<file path="config.mk">
export PLATFORM = sky130hd
export DESIGN_NAME = request_queue_arbiter
export DESIGN_NICKNAME = d
export VERILOG_FILES = /design/src/rtl/rq_arb_pkg.sv /design/src/rtl/rq_arb_tag_fifo.sv /design/src/rtl/request_queue_arbiter.sv
export SDC_FILE = /design/constraint.sdc
export NUM_CORES = 1
export LEC_CHECK = 0
export ABC_AREA = 1
export CAP_MARGIN = 20
export CORE_UTILIZATION = 52
export CTS_CLUSTER_SIZE = 20
export DETAILED_ROUTE_END_ITERATION = 8
export MAX_ROUTING_LAYER = met4
export PLACE_DENSITY = 0.82
export SLEW_MARGIN = 5
export SYNTH_ARGS = -nofsm -noshare
export SYNTH_HDL_FRONTEND = slang
export SYNTH_SLANG_ARGS = --single-unit
</file>
<file path="constraint.sdc">
create_clock -name clk -period 8.8 [get_ports clk]
set_input_delay 2.2 -clock clk [delete_from_list [all_inputs] [get_ports clk]]
set_output_delay 2.2 -clock clk [all_outputs]
set_load 0.01 [all_outputs]
</file>
<file path="src/rtl/rq_arb_pkg.sv">
// Shared types and helpers for the request queue arbiter.
// Credit is sized for the default queue depth; the top sizes its counter from LSIZE.
package rq_arb_pkg;

   typedef enum logic [2:0] {
      IDLE,
      INIT,
      WAIT_INIT,
      RUN,
      ERROR
   } ArbState;

   // Three bits cover the full 2..8 requester range.
   localparam int REQ_ID_W = 3;
   typedef logic [REQ_ID_W-1:0] ReqId;

   localparam int CREDIT_LSIZE = 3;
   typedef logic [CREDIT_LSIZE:0] Credit;

   // Position of the requester 'offset' places after 'base', wrapping at num_req.
   function automatic int rr_pos(input ReqId base, input int offset, input int num_req);
      int p;
      p = int'(base) + offset;
      if (p >= num_req) p = p - num_req;
      return p;
   endfunction

   function automatic ReqId rr_next(input ReqId id, input int num_req);
      if (int'(id) + 1 >= num_req) return '0;
      return id + ReqId'(1);
   endfunction

endpackage

</file>
<file path="src/rtl/rq_arb_tag_fifo.sv">
// FIFO of requester ids for pushes in flight to the queue, depth 2**LDEPTH.
// Pushes while full and pops while empty are dropped.
module rq_arb_tag_fifo
   import rq_arb_pkg::*;
#(
   parameter int LDEPTH = 2
)
(
   input  logic                clk,
   input  logic                reset,
   input  logic                push_in,
   input  logic [REQ_ID_W-1:0] push_id_in,
   input  logic                pop_in,
   output logic [REQ_ID_W-1:0] pop_id_out,
   output logic                full_out,
   output logic                empty_out
);

   localparam int DEPTH = 2 ** LDEPTH;
   localparam logic [LDEPTH:0] PTR_ONE = {{LDEPTH{1'b0}}, 1'b1};

   ReqId            mem_q [DEPTH];
   logic [LDEPTH:0] wr_ptr_q, wr_ptr_d;
   logic [LDEPTH:0] rd_ptr_q, rd_ptr_d;
   logic            do_push, do_pop;

   // The extra pointer bit distinguishes full from empty when the indices match.
   assign full_out  = (wr_ptr_q[LDEPTH] != rd_ptr_q[LDEPTH]) &&
                      (wr_ptr_q[LDEPTH-1:0] == rd_ptr_q[LDEPTH-1:0]);
   assign empty_out = (wr_ptr_q == rd_ptr_q);
   assign do_push   = push_in && !full_out;
   assign do_pop    = pop_in && !empty_out;
   assign wr_ptr_d  = do_push ? wr_ptr_q + PTR_ONE : wr_ptr_q;
   assign rd_ptr_d  = do_pop ? rd_ptr_q + PTR_ONE : rd_ptr_q;
   assign pop_id_out = mem_q[rd_ptr_q[LDEPTH-1:0]];

   always_ff @(posedge clk or negedge reset) begin
      if (!reset) begin
         wr_ptr_q <= '0;
         rd_ptr_q <= '0;
      end else begin
         wr_ptr_q <= wr_ptr_d;
         rd_ptr_q <= rd_ptr_d;
      end
   end

   always_ff @(posedge clk) begin
      if (do_push) mem_q[wr_ptr_q[LDEPTH-1:0]] <= push_id_in;
   end

endmodule

</file>
<file path="src/rtl/request_queue_arbiter.sv">
// Round-robin push arbiter with credit tracking in front of a shared request_queue.
// Define REQUEST_QUEUE_ARB_STATS_EN to add per-requester accept counters.
module request_queue_arbiter
   import rq_arb_pkg::*;
#(
   parameter int NUM_REQ    = 4,
   parameter int DATA_WIDTH = 8,
   parameter int LSIZE      = 3,
   parameter int TAG_LDEPTH = 2
)
(
   input  logic                          clk,
   input  logic                          reset,
   input  logic                          start_in,
   input  logic [NUM_REQ-1:0]            req_valid_in,
   input  logic [NUM_REQ*DATA_WIDTH-1:0] req_data_in,
   output logic [NUM_REQ-1:0]            req_ready_out,
   output logic [NUM_REQ-1:0]            done_valid_out,
   output logic [LSIZE-1:0]              done_slot_id_out,
   output logic                          rq_initialize_out,
   input  logic                          rq_initialized_in,
   output logic                          rq_push_en_out,
   output logic [DATA_WIDTH-1:0]         rq_push_data_out,
   input  logic                          rq_push_done_in,
   input  logic [LSIZE-1:0]              rq_push_slot_id_in,
   input  logic                          rq_pop_en_in,
   output logic [LSIZE:0]                credits_out,
   output logic                          ready_out,
   output logic                          error_out
`ifdef REQUEST_QUEUE_ARB_STATS_EN
   ,
   input  logic [$clog2(NUM_REQ)-1:0]    stats_sel_in,
   output logic [31:0]                   stats_cnt_out
`endif
);

   localparam logic [LSIZE:0] CREDIT_MAX = {1'b1, {LSIZE{1'b0}}};
   localparam logic [LSIZE:0] CREDIT_ONE = {{LSIZE{1'b0}}, 1'b1};

   ArbState                 state_q, state_d;
   logic [LSIZE:0]          credits_q, credits_d;
   ReqId                    ptr_q, ptr_d;
   logic                    push_en_q;
   logic [DATA_WIDTH-1:0]   push_data_q;
   logic [NUM_REQ-1:0]      done_vld_q;
   logic [LSIZE-1:0]        done_slot_q;

   logic                    gnt_found;
   ReqId                    gnt_id;
   logic [NUM_REQ-1:0]      gnt_oh;
   logic [DATA_WIDTH-1:0]   gnt_data;
   logic                    grant_en;
   logic                    accept;
   logic                    pop_ok;
   logic                    run_err;
   logic                    done_fire;
   logic [NUM_REQ-1:0]      done_oh;

   ReqId                    tag_rd;
   logic                    tag_full, tag_empty;

   rq_arb_tag_fifo #(
      .LDEPTH (TAG_LDEPTH)
   ) u_tag_fifo (
      .clk        (clk),
      .reset      (reset),
      .push_in    (accept),
      .push_id_in (gnt_id),
      .pop_in     (rq_push_done_in),
      .pop_id_out (tag_rd),
      .full_out   (tag_full),
      .empty_out  (tag_empty)
   );

   // First valid requester at or after the pointer, scanning upward with wrap.
   always_comb begin
      gnt_found = 1'b0;
      gnt_id    = '0;
      gnt_oh    = '0;
      for (int k = 0; k < NUM_REQ; k++) begin
         for (int i = 0; i < NUM_REQ; i++) begin
            if (!gnt_found && req_valid_in[i] && (rr_pos(ptr_q, k, NUM_REQ) == i)) begin
               gnt_found = 1'b1;
               gnt_id    = ReqId'(i);
               gnt_oh[i] = 1'b1;
            end
         end
      end
   end

   always_comb begin
      gnt_data = '0;
      done_oh  = '0;
      for (int i = 0; i < NUM_REQ; i++) begin
         if (gnt_oh[i]) gnt_data = req_data_in[i*DATA_WIDTH +: DATA_WIDTH];
         done_oh[i] = (tag_rd == ReqId'(i));
      end
   end

   assign grant_en  = (state_q == RUN) && (credits_q != '0) && !tag_full;
   assign accept    = grant_en && gnt_found;
   assign pop_ok    = rq_pop_en_in && (credits_q != CREDIT_MAX);
   assign done_fire = rq_push_done_in && !tag_empty;
   // Protocol violations are only judged once credits are live in RUN.
   assign run_err   = (rq_push_done_in && tag_empty) ||
                      (rq_pop_en_in && (credits_q == CREDIT_MAX));

   always_comb begin
      state_d           = state_q;
      credits_d         = credits_q;
      ptr_d             = ptr_q;
      rq_initialize_out = 1'b0;
      ready_out         = 1'b0;
      error_out         = 1'b0;
      req_ready_out     = grant_en ? gnt_oh : '0;
      case (state_q)
         IDLE: begin
            if (start_in) state_d = INIT;
         end
         INIT: begin
            rq_initialize_out = 1'b1;
            state_d           = WAIT_INIT;
         end
         WAIT_INIT: begin
            if (rq_initialized_in) begin
               state_d   = RUN;
               credits_d = CREDIT_MAX;
            end
         end
         RUN: begin
            ready_out = 1'b1;
            if (run_err) state_d = ERROR;
            if (accept && !pop_ok) credits_d = credits_q - CREDIT_ONE;
            else if (!accept && pop_ok) credits_d = credits_q + CREDIT_ONE;
         end
         ERROR: begin
            error_out = 1'b1;
         end
         default: state_d = IDLE;
      endcase
      if (accept) ptr_d = rr_next(gnt_id, NUM_REQ);
   end

   always_ff @(posedge clk or negedge reset) begin
      if (!reset) begin
         state_q     <= IDLE;
         credits_q   <= '0;
         ptr_q       <= '0;
         push_en_q   <= 1'b0;
         push_data_q <= '0;
         done_vld_q  <= '0;
         done_slot_q <= '0;
      end else begin
         state_q   <= state_d;
         credits_q <= credits_d;
         ptr_q     <= ptr_d;
         push_en_q <= accept;
         if (accept) push_data_q <= gnt_data;
         done_vld_q <= done_fire ? done_oh : '0;
         if (done_fire) done_slot_q <= rq_push_slot_id_in;
      end
   end

   assign rq_push_en_out   = push_en_q;
   assign rq_push_data_out = push_data_q;
   assign done_valid_out   = done_vld_q;
   assign done_slot_id_out = done_slot_q;
   assign credits_out      = credits_q;

`ifdef REQUEST_QUEUE_ARB_STATS_EN
   localparam int SEL_W = $clog2(NUM_REQ);

   logic [31:0] acc_cnt_q [NUM_REQ];
   logic [31:0] stats_cnt_q, stats_cnt_d;

   always_comb begin
      stats_cnt_d = '0;
      for (int i = 0; i < NUM_REQ; i++) begin
         if (stats_sel_in == SEL_W'(i)) stats_cnt_d = acc_cnt_q[i];
      end
   end

   always_ff @(posedge clk or negedge reset) begin
      if (!reset) begin
         for (int i = 0; i < NUM_REQ; i++) acc_cnt_q[i] <= '0;
         stats_cnt_q <= '0;
      end else begin
         for (int i = 0; i < NUM_REQ; i++) begin
            if (accept && gnt_oh[i]) acc_cnt_q[i] <= acc_cnt_q[i] + 32'd1;
         end
         stats_cnt_q <= stats_cnt_d;
      end
   end

   assign stats_cnt_out = stats_cnt_q;
`else
   // Accept counters are not built in this configuration.
`endif

endmodule

</file>
* Word-level counts from Yosys, hierarchy flattened
Memories as Yosys holds them, arrays and structs flattened. Cells that the tools add are included.
Storage, ports and cells: bits in registers 32, RAM bits 12, word-level logic and storage cells 202, memories 1
Memories:
- u_tag_fifo.mem_q | depth 4, bits a word 3, rd ports 1, clocked after memory_dff 0, wr ports 1, line rq_arb_tag_fifo.sv:22 | ReqId mem_q [DEPTH];
Cells by class: add/subtract/negate cells 13, order comparisons 5, equality and inequality tests 28, muxes and demuxes 73, bitwise operators 1, reductions and logical operators 72
Operator list (number):
- 32-bit by 3-bit equality test with 1-bit output (second input constant) | 8
- 32-bit by 2-bit equality test with 1-bit output (second input constant) | 4
- 32-bit logical NOT | 4
- 32-bit 2-to-1 mux | 4
- 3-bit 2-to-1 mux | 19
- 1-bit logical AND | 42
- 1-bit 2-to-1 mux | 39
- 8-bit 2-to-1 mux | 4
- 4-bit 2-to-1 mux | 5
- 1-bit logical NOT | 19
- 4-bit by 3-bit greater-or-equal comparator with 1-bit output (second input constant) | 4
- 3-bit case mux with 5 select lines | 1
- 4-bit by 3-bit subtractor with 5-bit output (second input constant) | 3
- 3-bit by 2-bit equality test with 1-bit output (second input constant) | 4
- 3-bit by 1-bit adder with 3-bit output (second input constant) | 3
- 3-bit by 1-bit adder with 4-bit output (second input constant) | 2
- 3-bit by 2-bit adder with 4-bit output (second input constant) | 2
- 4-bit case mux with 2 select lines | 1
- 3-bit by 1-bit equality test with 1-bit output (second input constant) | 2
- 3-bit logical NOT | 2
- 2-bit inequality test (second input constant) | 3
- 4-bit by 1-bit adder with 4-bit output (second input constant) | 1
- 4-bit equality test (second input constant) | 1
- 4-bit inequality test (second input constant) | 1
- other kinds (14) | 14

* Longest topological paths before layout
Gate-level depths: netlist of run 1.
depth in word-level cells 71, mapped depth 21, mapped depth without buffers 20

* By module
From an unflattened synthesis of run 1, not the netlist that was laid out.
Unflattened totals: cell total of the unflattened synthesis 334, area, all modules 2692.6 µm²
By module, submodules not included:
- request_queue_arbiter | instances 1, cells an instance 244, area each 1800.5 µm², sequential area each 650.6 µm²
- rq_arb_tag_fifo | instances 1, cells an instance 90, area each 892.1 µm², sequential area each 510.5 µm²

* Least setup slack after synthesis of run 1
Ideal clock, no wire load.
path kind input to output, from in req_valid_in[3], to out req_ready_out[2], arrival time 3.541 ns, required time 6.600 ns, setup slack 3.059 ns, cell stages on the path 9, buffers on the path 0, cell sequence nand3_1 -> nand2_2 -> nor2_4 -> nand4_2 -> nor3_4 -> nand4_2 -> nor2_4 -> nand4_2 -> a21oi_1
On the way: cells in the longest elaborated chain, start to end 48, elaborated cells between the ends (all ways) 50, classes of those cells mux: 15; reduce/logical: 35
Ends and longest elaborated chain:
- start, declared | line request_queue_arbiter.sv:15 | input logic [NUM_REQ-1:0] req_valid_in,
- 1-bit logical AND (2 in series) | line request_queue_arbiter.sv:82 | if (!gnt_found && req_valid_in[i] && (rr_pos(ptr_q, k, NUM_REQ) == i)) begin
- 1-bit 2-to-1 mux | line request_queue_arbiter.sv:82
- 1-bit logical NOT | line request_queue_arbiter.sv:82
- 1-bit logical AND (2 in series) | line request_queue_arbiter.sv:82
- 1-bit 2-to-1 mux | line request_queue_arbiter.sv:82
- 1-bit logical NOT | line request_queue_arbiter.sv:82
- 1-bit logical AND (2 in series) | line request_queue_arbiter.sv:82
- 1-bit 2-to-1 mux | line request_queue_arbiter.sv:82
- [27 not listed]
- 1-bit 2-to-1 mux | line request_queue_arbiter.sv:82
- 1-bit logical NOT | line request_queue_arbiter.sv:82
- 1-bit logical AND (2 in series) | line request_queue_arbiter.sv:82
- 1-bit 2-to-1 mux | line request_queue_arbiter.sv:82
- 1-bit logical NOT | line request_queue_arbiter.sv:82
- 1-bit logical AND (2 in series) | line request_queue_arbiter.sv:82
- 1-bit 2-to-1 mux * | line request_queue_arbiter.sv:82
- 4-bit 2-to-1 mux * | line request_queue_arbiter.sv:115 | req_ready_out = grant_en ? gnt_oh : '0;
- end, declared | line request_queue_arbiter.sv:17 | output logic [NUM_REQ-1:0] req_ready_out,
Mark *: on every way between the ends. The rest lies on a longest branch, timed or not.

* Worst setup path after layout of run 1
from in req_valid_in[2], to out req_ready_out[2]
On the way: cells in the longest elaborated chain, start to end 52, elaborated cells between the ends (all ways) 55, classes of those cells mux: 17; reduce/logical: 38
Ends and longest elaborated chain (line):
- 1-bit logical AND (2 in series) | request_queue_arbiter.sv:82
- 1-bit 2-to-1 mux | request_queue_arbiter.sv:82
- 1-bit logical NOT | request_queue_arbiter.sv:82
- 1-bit logical AND (2 in series) | request_queue_arbiter.sv:82
- 1-bit 2-to-1 mux | request_queue_arbiter.sv:82
- 1-bit logical NOT | request_queue_arbiter.sv:82
- 1-bit logical AND (2 in series) | request_queue_arbiter.sv:82
- 1-bit 2-to-1 mux | request_queue_arbiter.sv:82
- [31 not listed]
- 1-bit 2-to-1 mux | request_queue_arbiter.sv:82
- 1-bit logical NOT | request_queue_arbiter.sv:82
- 1-bit logical AND (2 in series) | request_queue_arbiter.sv:82
- 1-bit 2-to-1 mux | request_queue_arbiter.sv:82
- 1-bit logical NOT | request_queue_arbiter.sv:82
- 1-bit logical AND (2 in series) | request_queue_arbiter.sv:82
- 1-bit 2-to-1 mux * | request_queue_arbiter.sv:82
- 4-bit 2-to-1 mux * | request_queue_arbiter.sv:115
Marked as above.

==> results.cfg, run 1 <==
[outcome]
status = finished clean

[critical_path]
r2r_start = ptr_q[0]$_DFFE_PN0N_
startpoint_type = input port
crit_path_start = req_valid_in[2]
required_ns = 6.60
crit_path_max_incr_delay_ns = 0.56
crit_path_max_fanout = 10
endpoint_kind = output pin
crit_chain = clkdlybuf4s50_1 > nand3_1 > nand2_2 > nor2_4 > nand4_2 > nor3_4 > nand4_2 > nor2_4 > nand4_2 > a21oi_1 > clkdlybuf4s50_1
rrSetupSlack_ns = 5.61
worstPathArrival_ns = 4.80
slowest_stage = clkdlybuf4s50_1
critPathMostFrequentCell = nand4_2
path_class = input port to output pin

[clocking]
tritoncts = yes
clk_latency_ns = 0.30
cts_buffers = 5
cts_setup_buffers = 0
clk_pin_slew_ns = 0.07
hold_buffers = 0
cts_resized = 0
cts_root_buf = clkbuf_8
cts_buffer_depth = 2
cts_sinks = 40
h-tree-depth = 2

[global_route]
grt_max_degree = 33
grt_usage = 0.246
gr-total-overflow = 0
grt_pass1_wl_um = 9520
grt_pass1_vias = 2210
grt_antenna_before_repair = 0

[yosys]
synthTopCellsByArea = dfrtp_1 32%, edfxtp_1 9.5%, nand2_1 9.2%
ys_ff_latch = 40
syn_inst = 309
syn_nets = 363
avgSynthCellArea_sq_um = 8.15
ys_types = 37
yosys_warnings = 0
synthesis.area_sq_mm = 0.00252
post-synth-top-area-cell = dfrtp_1
synth_top_area_share = 0.318
synth-seq-area-share = 0.413

[sta]
period_needed_ns = 7.00
tns_ns = 0
slew_headroom = 0.609
finalSetupViolCount = 0
worst_pin_slew_ns = 0.584
drv_slew = 0
fin_worst_skew_ns = 0.00930
hold_viol_final = 0
period_share = 0.795
max_clock_freq_mhz = 143
grt_setup_unrepaired = false

[final_layout]
drive_gt1_frac = 0.0881
diodes = 0
finalNetCount = 439
finalNonFillerCells = 438
num-fill-cells = 335
area_delta_synth_final_pct = 35.0

[floorplanning]
die_h_um = 71.6
io_pins = 72
start_util = 0.559
chipWidth_um = 71.6
die_area_sq_mm = 0.00513
std_cell_rows = 24
coreArea_sq_mm = 0.00450

[pwr]
ir_drop_mv = 0.130
power_frac_clock = 0.437
power_frac_comb = 0.091
p_leak_nw = 1.57
pwr-share-seq = 0.472
switchingPower_mw = 0.0767
power.density_mw_per_mm2 = 118
power.internal_mw = 0.324
swShare = 0.192

[placed_design]
gp_congestion = 0.943
numPortBuffers = 71
dp_hpwl_um = 4420
place_inst = 430

[job]
cap_viol_max_count = 0

[hold_path]
hold_class = flop to flop
min_from = u_tag_fifo.wr_ptr_q[2]$_DFFE_PN0P_

[detailed_routing]
drt-initial-drc-count = 164
ant_nets = 0
dr_total_vias = 2353
firstDrtPassIters = 5
vias_per_cell = 5.37
wl_per_cell_um = 13.2
drcViolationCount = 0
routed_wl_um = 5770
[critical path: cells and delay by family]
family                 cells  cell delay, ns
buffers and inverters      2            1.08
and+or+nand+nor            8            1.31
AOI/OAI and AO/OA          1            0.20
[through the flow]
| step | util | hold WS [ns] | instance area, sq um | total power, mW | worst slack, ns |
|---|---|---|---|---|---|
| after floorplan | - | 0.462 | 2520 | 0.203 | 3.06 |
| after global placement | 0.726 | 0.474 | 3270 | 0.229 | 1.92 |
| after detailed placement | 0.726 | 0.480 | 3270 | 0.229 | 1.84 |
| after CTS | 0.755 | 0.493 | 3400 | 0.402 | 1.84 |
| after global routing | 0.755 | 0.517 | 3400 | 0.416 | 1.67 |
| final | 0.755 | 0.494 | 3400 | 0.400 | 1.80 |
[layer usage]
layer / part of all wire / track usage
met1: 0.44 / 0.298
met2: 0.50 / 0.418
met3: 0.050 / 0.0591
met4: 0.016 / 0.0588
met5: 0 / -
[worst paths after layout]
check	end	cells after the start
setup / recovery	req_ready_out[2]	11
hold / removal	u_tag_fifo.wr_ptr_q[2]$_DFFE_PN0P_	1
setup reg to reg	credits_out[3]$_DFFE_PN0P_	20
hold reg to reg	u_tag_fifo.wr_ptr_q[2]$_DFFE_PN0P_	1
max in group asynchronous	credits_out[3]$_DFFE_PN0P_	2
min in group asynchronous	ptr_q[1]$_DFFE_PN0N_	2
[power groups by stage]
stage | Sequential [mW] | Clock [mW] | Combinational [mW]
2_1_floorplan | 0.193 | 0 | 0.0101
3_3_place_gp | 0.193 | 0 | 0.0358
3_5_place_dp | 0.193 | 0 | 0.0363
4_1_cts | 0.189 | 0.176 | 0.0365
5_1_grt | 0.189 | 0.187 | 0.0398
6_report | 0.189 | 0.175 | 0.0365
[cell usage after synthesis]
library cell,n
o21ai_1,1
nand4_4,1
nor3_4,1
nand3_1,23
xnor2_1,5
a32oi_1,1
nand3_2,3
a31oi_1,1
buf_6,3
mux2_2,3
nor2_4,2
nand2_2,5
nand2_1,62
nand2_4,2
dfrtp_1,32
o22ai_1,1
edfxtp_1,8
o311a_1,1
nand4_1,3
o21ai_2,1
or2_2,1
nand3_4,1
xor2_1,4
nor3_1,2
inv_2,2
fa_1,1
inv_1,37
nand3b_1,2
o221ai_1,1
nand4_2,4
a21oi_1,26
or2_1,1
o21bai_1,1
a21boi_0,8
ha_1,8
o21ai_0,5
nor2_1,46
[placed cells by master, fill, tap and decap left out, types with 2 or more instances in the layout]
| cell type | n |
|---|---|
| clkdlybuf4s50_1 | 71 |
| nand2_1 | 62 |
| nor2_1 | 46 |
| inv_1 | 37 |
| dfrtp_1 | 32 |
| a21oi_1 | 26 |
| nand3_1 | 23 |
| a21boi_0 | 8 |
| ha_1 | 8 |
| edfxtp_1 | 8 |
| nand2_2 | 5 |
| xnor2_1 | 5 |
| o21ai_0 | 5 |
| clkbuf_8 | 5 |
| nand4_2 | 4 |
| xor2_1 | 4 |
| nand3_2 | 3 |
| nand4_1 | 3 |
| mux2_2 | 3 |
| inv_2 | 2 |
| nor3_1 | 2 |
| nor2_4 | 2 |
| nand3b_1 | 2 |
| nand2_4 | 2 |
| bufinv_16 | 2 |
[cell type report]
| type | count | area (sq um) | area share |
|---|---|---|---|
| multi-input cells | 227 | 1300 | 0.382 |
| repair buffers | 72 | 718 | 0.211 |
| clock buffers | 6 | 72.6 | 0.0213 |
| flip-flops and latches | 40 | 1040 | 0.306 |
| clock inverters | 2 | 60.1 | 0.0177 |
| inverters | 39 | 146 | 0.0430 |
| well taps | 52 | 65.1 | 0.0191 |
[flip-flops by register name, summed over array words and instances, names as in the netlist]
signal / cells
u_tag_fifo.rd_ptr_q: 3
u_tag_fifo.mem_q: 8
ptr_q: 3
done_valid_out: 4
done_slot_id_out: 3
rq_push_data_out: 8
u_tag_fifo.wr_ptr_q: 3
credits_out: 4
rq_push_en_out: 1
state_q: 3
[kinds of logic after synthesis]
family	Yosys count	synth area share
xor+xnor	9	0.0313
mux	3	0.0134
fa+ha+maj	9	0.0477
buf+inv	42	0.0715
simple gates	159	0.313
compound gates	47	0.110
flops	40	0.413
No activity file was read; power rests on OpenSTA's default activity.
==> inputs of run 2 (changes only) <==
- CORE_UTILIZATION: 52 -> 48
- PLACE_DENSITY: 0.82 -> 0.76
- clock period: 8.8 -> 6.5 ns (I/O delays scaled with it)
==> run 2 against run 1 <==
First-iteration DRC count is 3.0% higher. Sequential power is 35% higher. Sequential share of layout area is 0.067 points lower. Final cell count is 3.4% higher. Critical path depth stayed put. Wire length is 2.3% lower. Hold slack better by 0.0012 ns. Die area is 8.1% higher. Clock power is 22% higher. Power is 29% higher. Largest cell class unchanged.
==> results.cfg, run 2 (synthesis gave the netlist of run 1 again) <==
[outcome]
status = finished clean

[critical_path]
worstPathArrival_ns = 4.22
crit_path_max_fanout = 10
r2r_start = ptr_q[0]$_DFFE_PN0N_
rrSetupSlack_ns = 3.35
r2r_end = credits_out[3]$_DFFE_PN0P_
critPathMostFrequentCell = nand4_2
crit_path_max_incr_delay_ns = 0.56
critPathBufInv = 2
slowest_stage = clkdlybuf4s50_1
path_class = input port to output pin
crit_chain = clkdlybuf4s50_1 > nand3_1 > nand2_2 > nor2_4 > nand4_2 > nor3_4 > nand4_2 > nor2_4 > nand4_2 > a21oi_1 > clkdlybuf4s50_1
startpoint_type = input port
reg2regPathDepth = 20
path_delay_family = simple AND/OR/NAND/NOR gates
crit_path_start = req_valid_in[2]
required_ns = 4.88
endpoint_kind = output pin

[sta]
finalSetupViolCount = 0
period_needed_ns = 5.85
tns_ns = 0
hold_viol_final = 0
fin_worst_skew_ns = 0.00796
max_clock_freq_mhz = 171
drv_slew = 0
period_share = 0.900
worst_pin_slew_ns = 0.561
grt_setup_unrepaired = false
slew_headroom = 0.625
whs_ns = 0.495

[detailed_routing]
dr_total_vias = 2315
detailroute.wirelength.met2_um = 2700
wl_per_cell_um = 12.4
routed_wl_um = 5640
highest_layer = met4
firstDrtPassIters = 4
ant_nets = 0
drt-initial-drc-count = 169
vias_per_cell = 5.11
wl_met1_um = 2590
drcViolationCount = 0
dr_wl_met3_um = 273

[hold_path]
min_from = u_tag_fifo.wr_ptr_q[2]$_DFFE_PN0P_
holdPathEnd = u_tag_fifo.wr_ptr_q[2]$_DFFE_PN0P_
whs_path_depth = 1
hold_class = flop to flop

[clocking]
cts_setup_buffers = 0
cts_buffers = 5
cts_root_buf = clkbuf_8
clk_latency_ns = 0.30
h-tree-depth = 2
cts_buffer_depth = 2
tritoncts = yes
cts_sinks = 40
cts_resized = 0
clk_pin_slew_ns = 0.08
hold_buffers = 0

[placed_design]
numPortBuffers = 71
dp_hpwl_um = 4390
gp_congestion = 0.915

[floorplanning]
chipWidth_um = 74.4
coreArea_sq_mm = 0.00488
io_pins = 72
start_util = 0.516
std_cell_rows = 25
die_area_sq_mm = 0.00554
die_h_um = 74.4

[pwr]
power.density_mw_per_mm2 = 152
p_leak_nw = 1.56
ir_drop_mv = 0.135

[global_route]
gr-total-overflow = 0
grt_pass1_wl_um = 9540
grt_pass1_vias = 2214
grt_max_degree = 33
grt_usage = 0.234
grt_antenna_before_repair = 0

[final_layout]
layout_common_cells = 71 x clkdlybuf4s50_1, 62 x nand2_1, 46 x nor2_1
drive_gt1_frac = 0.0907
layout_commonest_cell = clkdlybuf4s50_1
area_delta_synth_final_pct = 35.3
diodes = 0
num-fill-cells = 407
finalNetCount = 439

[job]
cap_viol_max_count = 0
## run 2: changes by cell type in the layout (fill, tap and decap cells not counted), sizes merged
cell / before / now
bufinv: 2 / 1
clkinv: 0 / 1
## run 2: layout make-up
| cell class | count | area [sq um] | share of cell area |
|---|---|---|---|
| flip-flops and latches | 40 | 1040 | 0.305 |
| repair buffers | 72 | 718 | 0.211 |
| inverters | 39 | 146 | 0.0430 |
| clock inverters | 2 | 38.8 | 0.0114 |
| clock buffers | 6 | 82.6 | 0.0242 |
| well taps | 67 | 83.8 | 0.0246 |
| multi-input cells | 227 | 1300 | 0.381 |
## run 2: report_power, final
group | internal [mW] | switching, mW
clock network | 0.125 | 0.0878
registers | 0.256 | 0
logic | 0.0289 | 0.0202
## run 2: per-stage QoR
stage | util | worst slack, ns | cell area [sq um] | std cells | total power, mW
3_3_place_gp | 0.674 | 0.765 | 3290 | 445 | 0.310
3_5_place_dp | 0.674 | 0.662 | 3290 | 445 | 0.310
2_1_floorplan | - | 1.91 | 2520 | 309 | 0.275
4_1_cts | 0.698 | 0.669 | 3410 | 453 | 0.525
5_1_grt | 0.698 | 0.452 | 3410 | 453 | 0.538
6_report | 0.698 | 0.650 | 3410 | 453 | 0.518
## run 2: layer usage
layer / GRT usage / vias up
met5: - / -
met4: 0.0692 / 0
met3: 0.0556 / 10
met2: 0.373 / 63
met1: 0.297 / 1074
li1: - / 1168
## run 2: worst max-delay path by stage
| stage | end | depth (start not counted) | slack (ns) |
|---|---|---|---|
| after floorplan | req_ready_out[2] | 9 | 1.91 |
| after global placement | req_ready_out[2] | 11 | 0.77 |
| after detailed placement | req_ready_out[2] | 11 | 0.66 |
| after CTS | req_ready_out[2] | 11 | 0.67 |
| after global routing | req_ready_out[2] | 11 | 0.45 |
| final | req_ready_out[2] | 11 | 0.65 |
## run 2: worst register-to-register path, stage by stage (launching register included)
cell     delay [ns]
dfrtp_1        0.52
nor2_1         0.14
nand2_1        0.11
nand2_2        0.08
nor2_4         0.10
nand4_2        0.12
nor3_4         0.19
nand4_2        0.14
nor2_4         0.20
nand4_4        0.15
nand3_2        0.14
inv_1          0.09
ha_1           0.32
a21oi_1        0.13
nand2_1        0.07
xor2_1         0.16
inv_1          0.07
nand4_1        0.09
nand3_1        0.08
nand3_1        0.09
nand2_1        0.05
